File: src/rtl/seg_scan_wb.sv
// Wishbone-slave seven-segment controller: CPU-loaded digit patterns, autonomous
// digit multiplexing with 16-phase duty-cycle brightness and selectable polarity.
module seg_scan_wb #(
  parameter int DIGITS     = 4,
  parameter int PRESCALE   = 3125,
  parameter bit ACTIVE_LOW = 1
) (
  input  logic              clk_i,
  input  logic              res_i,
  input  logic              cyc_i,
  input  logic              stb_i,
  input  logic              we_i,
  input  logic [1:0]        sel_i,
  input  logic [2:0]        adr_i,
  input  logic [15:0]       dat_i,
  output logic [15:0]       dat_o,
  output logic              ack_o,
  output logic [7:0]        seg_o,
  output logic [DIGITS-1:0] an_o
);

  localparam int                PW      = $clog2(PRESCALE);
  localparam logic [PW-1:0]     PMAX    = PW'(PRESCALE - 1);
  localparam logic [2:0]        DMAX    = 3'(DIGITS - 1);
  localparam logic [2:0]        CTRL_A  = 3'd7;
  localparam logic [7:0]        SEG_OFF = ACTIVE_LOW ? 8'hFF : 8'h00;
  localparam logic [DIGITS-1:0] AN_OFF  = ACTIVE_LOW ? {DIGITS{1'b1}} : {DIGITS{1'b0}};

  // Reset asserts asynchronously, releases two clocks after res_i rises.
  logic [1:0] r_rst_sync;
  logic       w_rst_n;

  always_ff @(posedge clk_i or negedge res_i) begin
    if (!res_i) r_rst_sync <= 2'b00;
    else        r_rst_sync <= {r_rst_sync[0], 1'b1};
  end
  assign w_rst_n = r_rst_sync[1];

  logic              r_ack;
  logic [15:0]       r_dat;
  logic [7:0]        r_seg [DIGITS];
  logic              r_en;
  logic [3:0]        r_duty;
  logic [PW-1:0]     r_presc;
  logic [3:0]        r_phase;
  logic [2:0]        r_digit;
  logic [7:0]        r_seg_o;
  logic [DIGITS-1:0] r_an_o;

  logic              w_acc;
  logic              w_wr;
  logic              w_ctrl_wr;
  logic              w_clear;
  logic [15:0]       w_rdata;
  logic              w_lit;
  logic [7:0]        w_cur_seg;
  logic [DIGITS-1:0] w_an;
  logic              w_unused;

  // Only the low byte lane carries writable state anywhere in the map.
  assign w_acc     = cyc_i & stb_i & ~r_ack;
  assign w_wr      = w_acc & we_i & sel_i[0];
  assign w_ctrl_wr = w_wr & (adr_i == CTRL_A);
  assign w_clear   = ~r_en | (w_ctrl_wr & ~dat_i[0]);
  assign w_unused  = &{1'b0, sel_i[1], dat_i[15:8]};

  always_comb begin
    w_rdata = 16'h0000;
    if (adr_i == CTRL_A) begin
      w_rdata = {1'b0, r_digit, 4'b0000, r_duty, 3'b000, r_en};
    end else begin
      for (int k = 0; k < DIGITS; k++)
        if (adr_i == 3'(k)) w_rdata = {8'h00, r_seg[k]};
    end
  end

  always_ff @(posedge clk_i or negedge w_rst_n) begin
    if (!w_rst_n) begin
      r_ack  <= 1'b0;
      r_dat  <= 16'h0000;
      r_en   <= 1'b0;
      r_duty <= 4'hF;
      for (int k = 0; k < DIGITS; k++) r_seg[k] <= 8'h00;
    end else begin
      r_ack <= w_acc;
      if (w_acc) r_dat <= w_rdata;
      if (w_wr) begin
        for (int k = 0; k < DIGITS; k++)
          if (adr_i == 3'(k)) r_seg[k] <= dat_i[7:0];
      end
      if (w_ctrl_wr) begin
        r_en   <= dat_i[0];
        r_duty <= dat_i[7:4];
      end
    end
  end

  // Counters idle at zero while disabled and clear on the edge that disables.
  always_ff @(posedge clk_i or negedge w_rst_n) begin
    if (!w_rst_n) begin
      r_presc <= '0;
      r_phase <= 4'h0;
      r_digit <= 3'd0;
    end else if (w_clear) begin
      r_presc <= '0;
      r_phase <= 4'h0;
      r_digit <= 3'd0;
    end else if (r_presc == PMAX) begin
      r_presc <= '0;
      r_phase <= r_phase + 4'h1;
      if (r_phase == 4'hF)
        r_digit <= (r_digit == DMAX) ? 3'd0 : r_digit + 3'd1;
    end else begin
      r_presc <= r_presc + PW'(1);
    end
  end

  always_comb begin
    w_cur_seg = 8'h00;
    w_an      = '0;
    for (int k = 0; k < DIGITS; k++) begin
      if (r_digit == 3'(k)) begin
        w_cur_seg = r_seg[k];
        w_an[k]   = 1'b1;
      end
    end
  end

  assign w_lit = r_en & (r_phase <= r_duty);

  always_ff @(posedge clk_i or negedge w_rst_n) begin
    if (!w_rst_n) begin
      r_seg_o <= SEG_OFF;
      r_an_o  <= AN_OFF;
    end else begin
      r_seg_o <= w_lit ? (w_cur_seg ^ SEG_OFF) : SEG_OFF;
      r_an_o  <= w_lit ? (w_an ^ AN_OFF) : AN_OFF;
    end
  end

  assign ack_o = r_ack;
  assign dat_o = r_dat;
  assign seg_o = r_seg_o;
  assign an_o  = r_an_o;

endmodule
File: config.mk
export PLATFORM = sky130hd
export DESIGN_NAME = seg_scan_wb
export DESIGN_NICKNAME = d
export VERILOG_FILES = /design/src/rtl/seg_scan_wb.sv
export SDC_FILE = /design/constraint.sdc
export NUM_CORES = 1
export LEC_CHECK = 0
export CORE_MARGIN = 3
export CORE_UTILIZATION = 59
export CTS_CLUSTER_DIAMETER = 50
export DETAILED_ROUTE_END_ITERATION = 7
export PLACE_DENSITY = 0.92
export SYNTH_ARGS = -nofsm -noshare
export SYNTH_HDL_FRONTEND = slang
export SYNTH_SLANG_ARGS = --single-unit
export TNS_END_PERCENT = 30
File: constraint.sdc
create_clock -name clk_i -period 6.2 [get_ports clk_i]
set_input_delay 1.24 -clock clk_i [delete_from_list [all_inputs] [get_ports clk_i]]
set_output_delay 1.24 -clock clk_i [all_outputs]
set_load 0.05 [all_outputs]
# After elaboration in Yosys (flattened, before gate mapping)
# Cells that the tools add are included.
dict set report word_totals {
  register_bits 87
  memories 0
  ram_bits 0
  inputBits 26
  rom_bits 0
  latch_bits 0
}
dict set report classes {
  n_lt_le_gt_ge 1
  n_bitwise 13
  addsub 3
  multipliers 0
  n_shift 0
  mux 23
  reduce_logical 9
  eq_ne 9
  n_div 0
}
# cell n
set op_table {}
lappend op_table {{$mux 16} 4}
lappend op_table {{$mux 8} 6}
lappend op_table {{$mux 12} 2}
lappend op_table {{$add 12x1->12 const B} 1}
lappend op_table {{$eq 12x12->1 const B} 1}
lappend op_table {{$eq 3x2->1 const B} 4}
lappend op_table {{$mux 3} 4}
lappend op_table {{$mux 4} 3}
lappend op_table {{$reduce_and 2->1} 5}
lappend op_table {{$not 8->8} 1}
lappend op_table {{$and 1x1->1} 7}
lappend op_table {{$eq 3x1->1 const B} 2}
lappend op_table {{$logic_not 3->1} 2}
lappend op_table {{$add 4x1->4 const B} 1}
lappend op_table {{$eq 4x4->1 const B} 1}
lappend op_table {{$le 4x4->1} 1}
lappend op_table {{$mux 1} 4}
lappend op_table {{$not 4->4} 1}
lappend op_table {{$reduce_bool 2->1} 2}
lappend op_table {{$add 3x1->3 const B} 1}
lappend op_table {{$eq 3x3->1 const B} 1}
lappend op_table {{$not 1->1} 3}
lappend op_table {{$or 1x1->1} 1}

# Depth between registers and ports, before layout
# Gate-level depths: netlist of run 1.
dict set report depth {
  ltp_word 9
  depth_mapped 8
}

# Worst setup path after synthesis of run 1
# OpenSTA, ideal clock, no wires.
dict set report synth_path {
  kind {input port to flip-flop}
  start {input port sel_i[0]}
  end {register r_seg[24] (netlist name)}
  setup_ns 0.125
  path_slack_ns 3.598
  path_stages 5
  arrival_ns 2.477
  path_cell_list {nand2_1 -> or3_4 -> or3_1 -> buf_6 -> mux2_4}
}
dict set report synth_via {
  elab_chain_cells 2
}
# element line
set synth_rtl {}
lappend synth_rtl {{from (decl)} 13} ;# input logic [1:0] sel_i,
lappend synth_rtl {{$and 1x1->1} 62} ;# assign w_wr = w_acc & we_i & sel_i[0];
lappend synth_rtl {{$reduce_and 2->1 (no line)} n/a}
lappend synth_rtl {{to (signal, indexed assignment)} 89} ;# if (adr_i == 3'(k)) r_seg[k] <= dat_i[7:0];
lappend synth_rtl {{to (decl)} 41} ;# logic [7:0] r_seg [DIGITS];
# Every way passes these cells.
# A chain may end at the register's enable or synchronous reset.

# Final worst setup path of run 1
dict set report layout_path {
  start {input port adr_i[0]}
  end {register r_presc[10]}
}
dict set report layout_via {
  elab_chain_cells 5
}
# element line
set layout_rtl {}
lappend layout_rtl {{from (decl)} 14} ;# input logic [2:0] adr_i,
lappend layout_rtl {{$eq 3x3->1} 63} ;# assign w_ctrl_wr = w_wr & (adr_i == CTRL_A);
lappend layout_rtl {{$and 1x1->1} 63}
lappend layout_rtl {{$and 1x1->1} 64} ;# assign w_clear = ~r_en | (w_ctrl_wr & ~dat_i[0]);
lappend layout_rtl {{$or 1x1->1} 64}
lappend layout_rtl {{$mux 12} 104} ;# end else if (w_clear) begin
lappend layout_rtl {{to (signal assigned)} 114} ;# r_presc <= r_presc + PW'(1);
lappend layout_rtl {{to (decl)} 44} ;# logic [PW-1:0] r_presc;
# Every way passes these cells.

==> results of run 1 <==
## state kept, by name, summed over array words and instances (netlist names)
register    count
ack_o           1
an_o            4
dat_o          11
r_digit         3
r_duty          4
r_en            1
r_phase         4
r_presc        12
r_rst_sync      2
r_seg          32
seg_o           8
## worst max-delay path: cells and delay by family
kind / cells / cell delay, ns
buffers and inverters: 1 / 0.92
AND/OR/NAND/NOR: 3 / 0.86
AO/OA/AOI/OAI: 1 / 0.78
## layout by cell type (no fill, tap or decap), drive strengths merged, types with 2 or more instances in the layout
cell           instances
dfrtp                 66
clkdlybuf4s50         40
mux2                  33
nor2                  23
nand2                 22
nand3                 18
dfstp                 16
nor2b                 13
inv                   12
clkbuf                12
mux2i                 11
ha                    11
o21ai                 10
a221oi                 8
o31ai                  8
xnor2                  7
a21oi                  6
a22o                   6
conb                   6
nand4                  5
xor2                   5
or2                    4
o22a                   4
mux4                   4
nor3                   3
or3                    3
nor3b                  3
nand2b                 2
clkinvlp               2
## synthesized netlist by cell type (2+ instances only)
| master | n |
|---|---|
| sky130_fd_sc_hd__or3_1 | 2 |
| sky130_fd_sc_hd__xor2_1 | 5 |
| sky130_fd_sc_hd__or2_2 | 4 |
| sky130_fd_sc_hd__a21oi_1 | 6 |
| sky130_fd_sc_hd__buf_4 | 6 |
| sky130_fd_sc_hd__o22a_1 | 4 |
| sky130_fd_sc_hd__nand4_1 | 5 |
| sky130_fd_sc_hd__mux4_2 | 4 |
| sky130_fd_sc_hd__ha_1 | 11 |
| sky130_fd_sc_hd__dfstp_2 | 16 |
| sky130_fd_sc_hd__o31ai_1 | 8 |
| sky130_fd_sc_hd__o21ai_0 | 10 |
| sky130_fd_sc_hd__nor2b_1 | 13 |
| sky130_fd_sc_hd__mux2_2 | 25 |
| sky130_fd_sc_hd__buf_2 | 3 |
| sky130_fd_sc_hd__nand3_1 | 18 |
| sky130_fd_sc_hd__a22o_1 | 6 |
| sky130_fd_sc_hd__mux2_4 | 8 |
| sky130_fd_sc_hd__nor3_1 | 3 |
| sky130_fd_sc_hd__conb_1 | 2 |
| sky130_fd_sc_hd__nor2_1 | 22 |
| sky130_fd_sc_hd__inv_1 | 12 |
| sky130_fd_sc_hd__nand2b_1 | 2 |
| sky130_fd_sc_hd__mux2i_1 | 11 |
| sky130_fd_sc_hd__dfrtp_1 | 66 |
| sky130_fd_sc_hd__clkbuf_1 | 10 |
| sky130_fd_sc_hd__nand2_1 | 22 |
| sky130_fd_sc_hd__xnor2_1 | 7 |
| sky130_fd_sc_hd__a221oi_1 | 8 |
## per-stage QoR
step / instances / util (%)
detailed placement: 437 / 67.88
CTS: 453 / 71.06
floorplan: 340 / -
global route: 453 / 71.06
global placement: 437 / 67.88
finish: 453 / 71.06
## area by class of cell
type	instances	area, µm²	share of cell area (%)
repair buffers	40	400.4	8.724
clock buffers	12	155.1	3.381
flip-flops and latches	82	2076	45.23
multi-input cells	226	1767	38.50
inverters	12	45.04	0.9815
well taps	77	96.34	2.099
clock inverters	4	50.05	1.091
## where the power goes
group / total [mW] / switching [mW] / internal [mW]
clock: 0.398 / 0.191 / 0.207
combinational: 0.177 / 0.0969 / 0.0801
sequential: 0.622 / 0.0405 / 0.582
## cells by family (layout without fill, tap and decap cells)
family                   count (synthesis)  count (layout)  share of synthesized area (%)
AND/OR/NAND/NOR                        103             103                          14.12
flip-flops                              82              82                          52.09
multiplexers                            48              48                          15.13
AO/OA/AOI/OAI                           46              46                          8.494
buffers and inverters                   32              68                          3.869
XOR/XNOR                                12              12                          2.642
adder cells (fa/ha/maj)                 11              11                          3.460
other                                    2               6                         0.1888
## per-layer routing
layer | wire (µm) | vias up
met5 | 0 | -
met2 | 4093 | 123
met3 | 529 | 17
met1 | 3481 | 1388
met4 | 119 | 0
li1 | - | 1247
## final timing paths
check / startpoint / to / slack, ns / cells past startpoint
max: adr_i[0] / r_presc[10] / 2.62 / 5
min: r_rst_sync[0] / r_rst_sync[1] / 0.36 / 0
max reg2reg: r_digit[1] / seg_o[4] / 3.81 / 6
min reg2reg: r_rst_sync[0] / r_rst_sync[1] / 0.36 / 0
max in group asynchronous: res_i / r_rst_sync[1] / 5.04 / 1
min in group asynchronous: r_rst_sync[1] / r_seg[5] / 0.50 / 0
==> results.toml, run 1 <==
[outcome]
run_status = "finished, final reports clean"

[place]
io_buffer_count = 40
finalWeightedCongestion = 0.8561
dpl_cell_area_um2 = 4384
place_hpwl_um = 5602
dp_worst_setup_slack_ns = 2.299

[grt]
initial_antenna_violation_count = 0
grt_most_used_layer = "met2"
grt_pass1_wl_um = 13630
met2_track_demand_over_resource_pct = 37.81
grt_usage_pct = 23.37
grtUsageMet1_pct = 31.62
globalRouteOverflowTotal = 0
grt_pass1_vias = 2736
groute.layer.met3.usage_pct = 5.362
grt_start_max_net_pins = 81

[worst_setup_path]
timing.critical_path.from_type = "input port"
worstPathCellList = "clkdlybuf4s50_1, nand3_1, o41ai_2, nand2b_1, nor2_1"
critical_path_class = "in2reg"
critical_path.max_stage_delay_ns = 0.92
setup.worst_path.end_class = "flip-flop"
critical_path.max_fanout = 14
worst_ep_arrival_time_ns = 3.82
critical_path_required_ns = 6.44
critical_path.slowest_cell = "sky130_fd_sc_hd__clkdlybuf4s50_1"

[yosys]
yosysWarningCount = 0
netlist_top_cells_area = "sky130_fd_sc_hd__dfrtp_1 42%, sky130_fd_sc_hd__dfstp_2 11%, sky130_fd_sc_hd__mux2_2 7.1%"
synth_seq_area_share_pct = 52.09
postSynth.asyncResetShare_pct = 100.0
synth_enable_flop_cells = 0
dominant_cell_type_by_area_after_synthesis = "sky130_fd_sc_hd__dfrtp_1"
post_synth_num_cell_types = 46
netlist_area_um2 = 3978
yosys_register_bits = 82
syn_inst = 336
netlist.area_leader.share_pct = 41.52
average_size_of_a_mapped_cell_um2 = 11.84
yosys_most_used_dff = "sky130_fd_sc_hd__dfrtp_1"

[route]
drt-vias-per-instance = 6.126
num_vias = 2775
drt.antenna.violating_nets = 0
wl_per_cell_um = 18.15
route.detailed.drc = 0
postRouteWirelength_um = 8224
dr.pass1.iters = 5
drt_first_iter_violations = 243

[sta]
grt_setup_unrepaired = "no"
worst_pin_slew_ns = 1.037
setup_slack_ns = 2.620
top_achievable_clock_speed_mhz = 279.3
finalSetupViolCount = 0
final_hold_viol_count = 0
finalHoldWorstSlack_ns = 0.3589
finalCriticalPeriod_ns = 3.580
tns_ns = 0
report.final.slew_viol_count = 0
fin_skew_ns = 0.009188
layout_worst_path_cycle_share_pct = 57.74
timing.max_slew.rel_slack_pct = 30.31

[clock_network]
clk-insertion-delay-late_ns = 0.36
hold_buffers = 0
cts_sinks = 82
post-cts-setup-buffers = 0
cts.clk_slew.worst_paths_ns = 0.08
cts_made_buffers = 9
post_cts.resized_instances = 0
cts_tree = "built"
clk_path_buf_depth = 2
cts_htree_levels = 3
cts_root_buf = "sky130_fd_sc_hd__clkbuf_8"

[floorplanning]
boundaryPins = 55
die_outline_area_um2 = 7762
floorplan.initialDensity_pct = 61.58
floorplan.die.height_um = 88.11
die_width_um = 88.11
design.core.area_um2 = 6459
std_cell_rows = 29

[final_layout]
nFillCells = 412
nNetsFinal = 408
layout-drive-gt1-share_pct = 21.28
areaGrowthSynthToFinish_pct = 15.38
antenna_cells_inserted = 0
post_route_cell_area_um2 = 4589

[power]
finalPower_mw = 1.198
peakVddDrop_mv = 0.1550
power.density_nw_per_um2 = 260.9
power.static_leakage_nw = 2.014

[job]
max_capacitance_violation_count = 0

[worst_hold_path]
hp-class = "reg2reg"
No activity file was read; power rests on OpenSTA's default activity.
==> inputs of run 2 (changes only) <==
Settings changed: CORE_UTILIZATION 59 to 55, PLACE_DENSITY 0.92 to 0.87.
Clock period 6.2 ns to 3.35 ns, I/O delays scaled along.
==> run 2 against run 1 <==
  * Wire length decreased by 0.80%
  * Combinational power increased by 88%
  * Clock-buffer cell count decreased by 3
  * Power increased by 79%
  * Global-route usage decreased by 2.3 points
==> results.toml, run 2 (synthesis gave the netlist of run 1 again) <==
[final_layout]
stdcell_count = 479
nNetsFinal = 415
areaGrowthSynthToFinish_pct = 16.70
antenna_cells_inserted = 0
layout-drive-gt1-share_pct = 22.98
final_common_cell = "sky130_fd_sc_hd__dfrtp_1"
mostFrequentLayoutCells = "65 x sky130_fd_sc_hd__dfrtp_1, 40 x sky130_fd_sc_hd__clkdlybuf4s50_1, 25 x sky130_fd_sc_hd__mux2_2, 22 x sky130_fd_sc_hd__nand2_1, 22 x sky130_fd_sc_hd__nor2_1"
largest_register = "r_seg"
post_route_cell_area_um2 = 4642
largest_register_ff_count = 32

[grt]
grt_start_max_net_pins = 81
grt_pass1_vias = 2813
grt_pass1_wl_um = 13780
initial_antenna_violation_count = 0
grt_usage_pct = 21.06
globalRouteOverflowTotal = 0

[route]
drt.antenna.violating_nets = 0
route.detailed.drc = 0
wl_per_cell_um = 17.03
drt-vias-per-instance = 5.814
postRouteWirelength_um = 8158
drt_first_iter_violations = 219
dr.pass1.iters = 5
num_vias = 2785

[power]
power.density_nw_per_um2 = 461.8
finalPower_mw = 2.144
peakVddDrop_mv = 0.2098
power.static_leakage_nw = 2.046

[sta]
timing.max_slew.rel_slack_pct = 36.01
report.final.slew_viol_count = 0
layout_worst_path_cycle_share_pct = 74.79
worst_pin_slew_ns = 0.9598
final_hold_viol_count = 0
finalHoldWorstSlack_ns = 0.3528
grt_setup_unrepaired = "no"
fin_skew_ns = 0.01405
tns_ns = 0
finalSetupViolCount = 0
top_achievable_clock_speed_mhz = 399.1
finalCriticalPeriod_ns = 2.506

[clock_network]
cts.clk_slew.worst_paths_ns = 0.08
post_cts.resized_instances = 0
cts_htree_levels = 3
post-cts-setup-buffers = 0
hold_buffers = 0
cts_made_buffers = 9
cts_sinks = 82
cts_root_buf = "sky130_fd_sc_hd__clkbuf_8"
clk-insertion-delay-late_ns = 0.36
cts_tree = "built"
clk_path_buf_depth = 2

[place]
place_hpwl_um = 5697
dpl_cell_area_um2 = 4461
io_buffer_count = 40
finalWeightedCongestion = 0.8366
post-place-cells = 463

[worst_setup_path]
critical_path_class = "in2reg"
worst_ep_arrival_time_ns = 2.75
critical_path_required_ns = 3.59
setup.worst_path.end_class = "flip-flop"
timing.critical_path.from_type = "input port"
critical_path.max_fanout = 12

[job]
max_capacitance_violation_count = 0

[floorplanning]
std_cell_rows = 30
die_width_um = 91.04
design.core.area_um2 = 6907
floorplan.initialDensity_pct = 57.59
die_outline_area_um2 = 8288
floorplan.die.height_um = 91.04
boundaryPins = 55

[worst_hold_path]
hp-class = "reg2reg"

[outcome]
run_status = "finished, final reports clean"
[run 2: cell types whose count changed in the layout (fill, tap and decap cells not counted), sizes merged]
cell,change
buf,+7
bufinv,-1
clkbuf,-3
clkinvlp,-2
clkinv,+1
inv,+5
[run 2: worst paths after layout]
kind | startpoint | endpoint | slack (ns) | cells after the start
worst min register to register | r_rst_sync[0] | r_rst_sync[1] | 0.35 | 0
min in group asynchronous | res_i | r_rst_sync[1] | 0.47 | 1
worst max-delay path | stb_i | r_seg[26] | 0.84 | 5
worst min-delay path | r_rst_sync[0] | r_rst_sync[1] | 0.35 | 0
max in group asynchronous | r_rst_sync[1] | r_seg[17] | 2.25 | 0
worst max register to register | r_digit[1] | seg_o[7] | 0.91 | 6
[run 2: final cells by class]
cell class	count	area [µm²]
Clock inverter	7	57.56
Sequential cell	82	2076
Fill cell	492	2265
Multi-Input combinational cell	226	1767
Timing Repair Buffer	47	452.9
Tap cell	96	120.1
Inverter	12	45.04
Clock buffer	9	123.9
[run 2: worst max-delay path, cell delays in order]
cell and delay (ns):
sky130_fd_sc_hd__clkdlybuf4s50_1 0.50, sky130_fd_sc_hd__nand3b_4 0.18, sky130_fd_sc_hd__or3_4 0.42, sky130_fd_sc_hd__or3_1 0.58, sky130_fd_sc_hd__mux2_4 0.38
[run 2: metrics by stage]
| stage | util, % | worst slack (ns) |
|---|---|---|
| after floorplan | - | 0.9250 |
| after global placement | 64.58 | 0.5031 |
| after detailed placement | 64.58 | 0.4870 |
| after CTS | 67.21 | 0.8705 |
| after global routing | 67.21 | 0.7074 |
| final | 67.21 | 0.8444 |
[run 2: routing by layer]
metal	routed length (µm)	vias up	track usage, %
met2	3985	120	34.76
li1	-	1274	-
met3	546	19	6.379
met4	171	0	8.417
met1	3454	1372	25.87
met5	0	-	0
[run 2: power by group]
group          internal [mW]  switching (mW)  leakage (nW)
Combinational          0.153           0.179         0.897
Sequential              1.08          0.0760          1.05
Clock                  0.282           0.377        0.0954
Total                   1.51           0.632          2.05
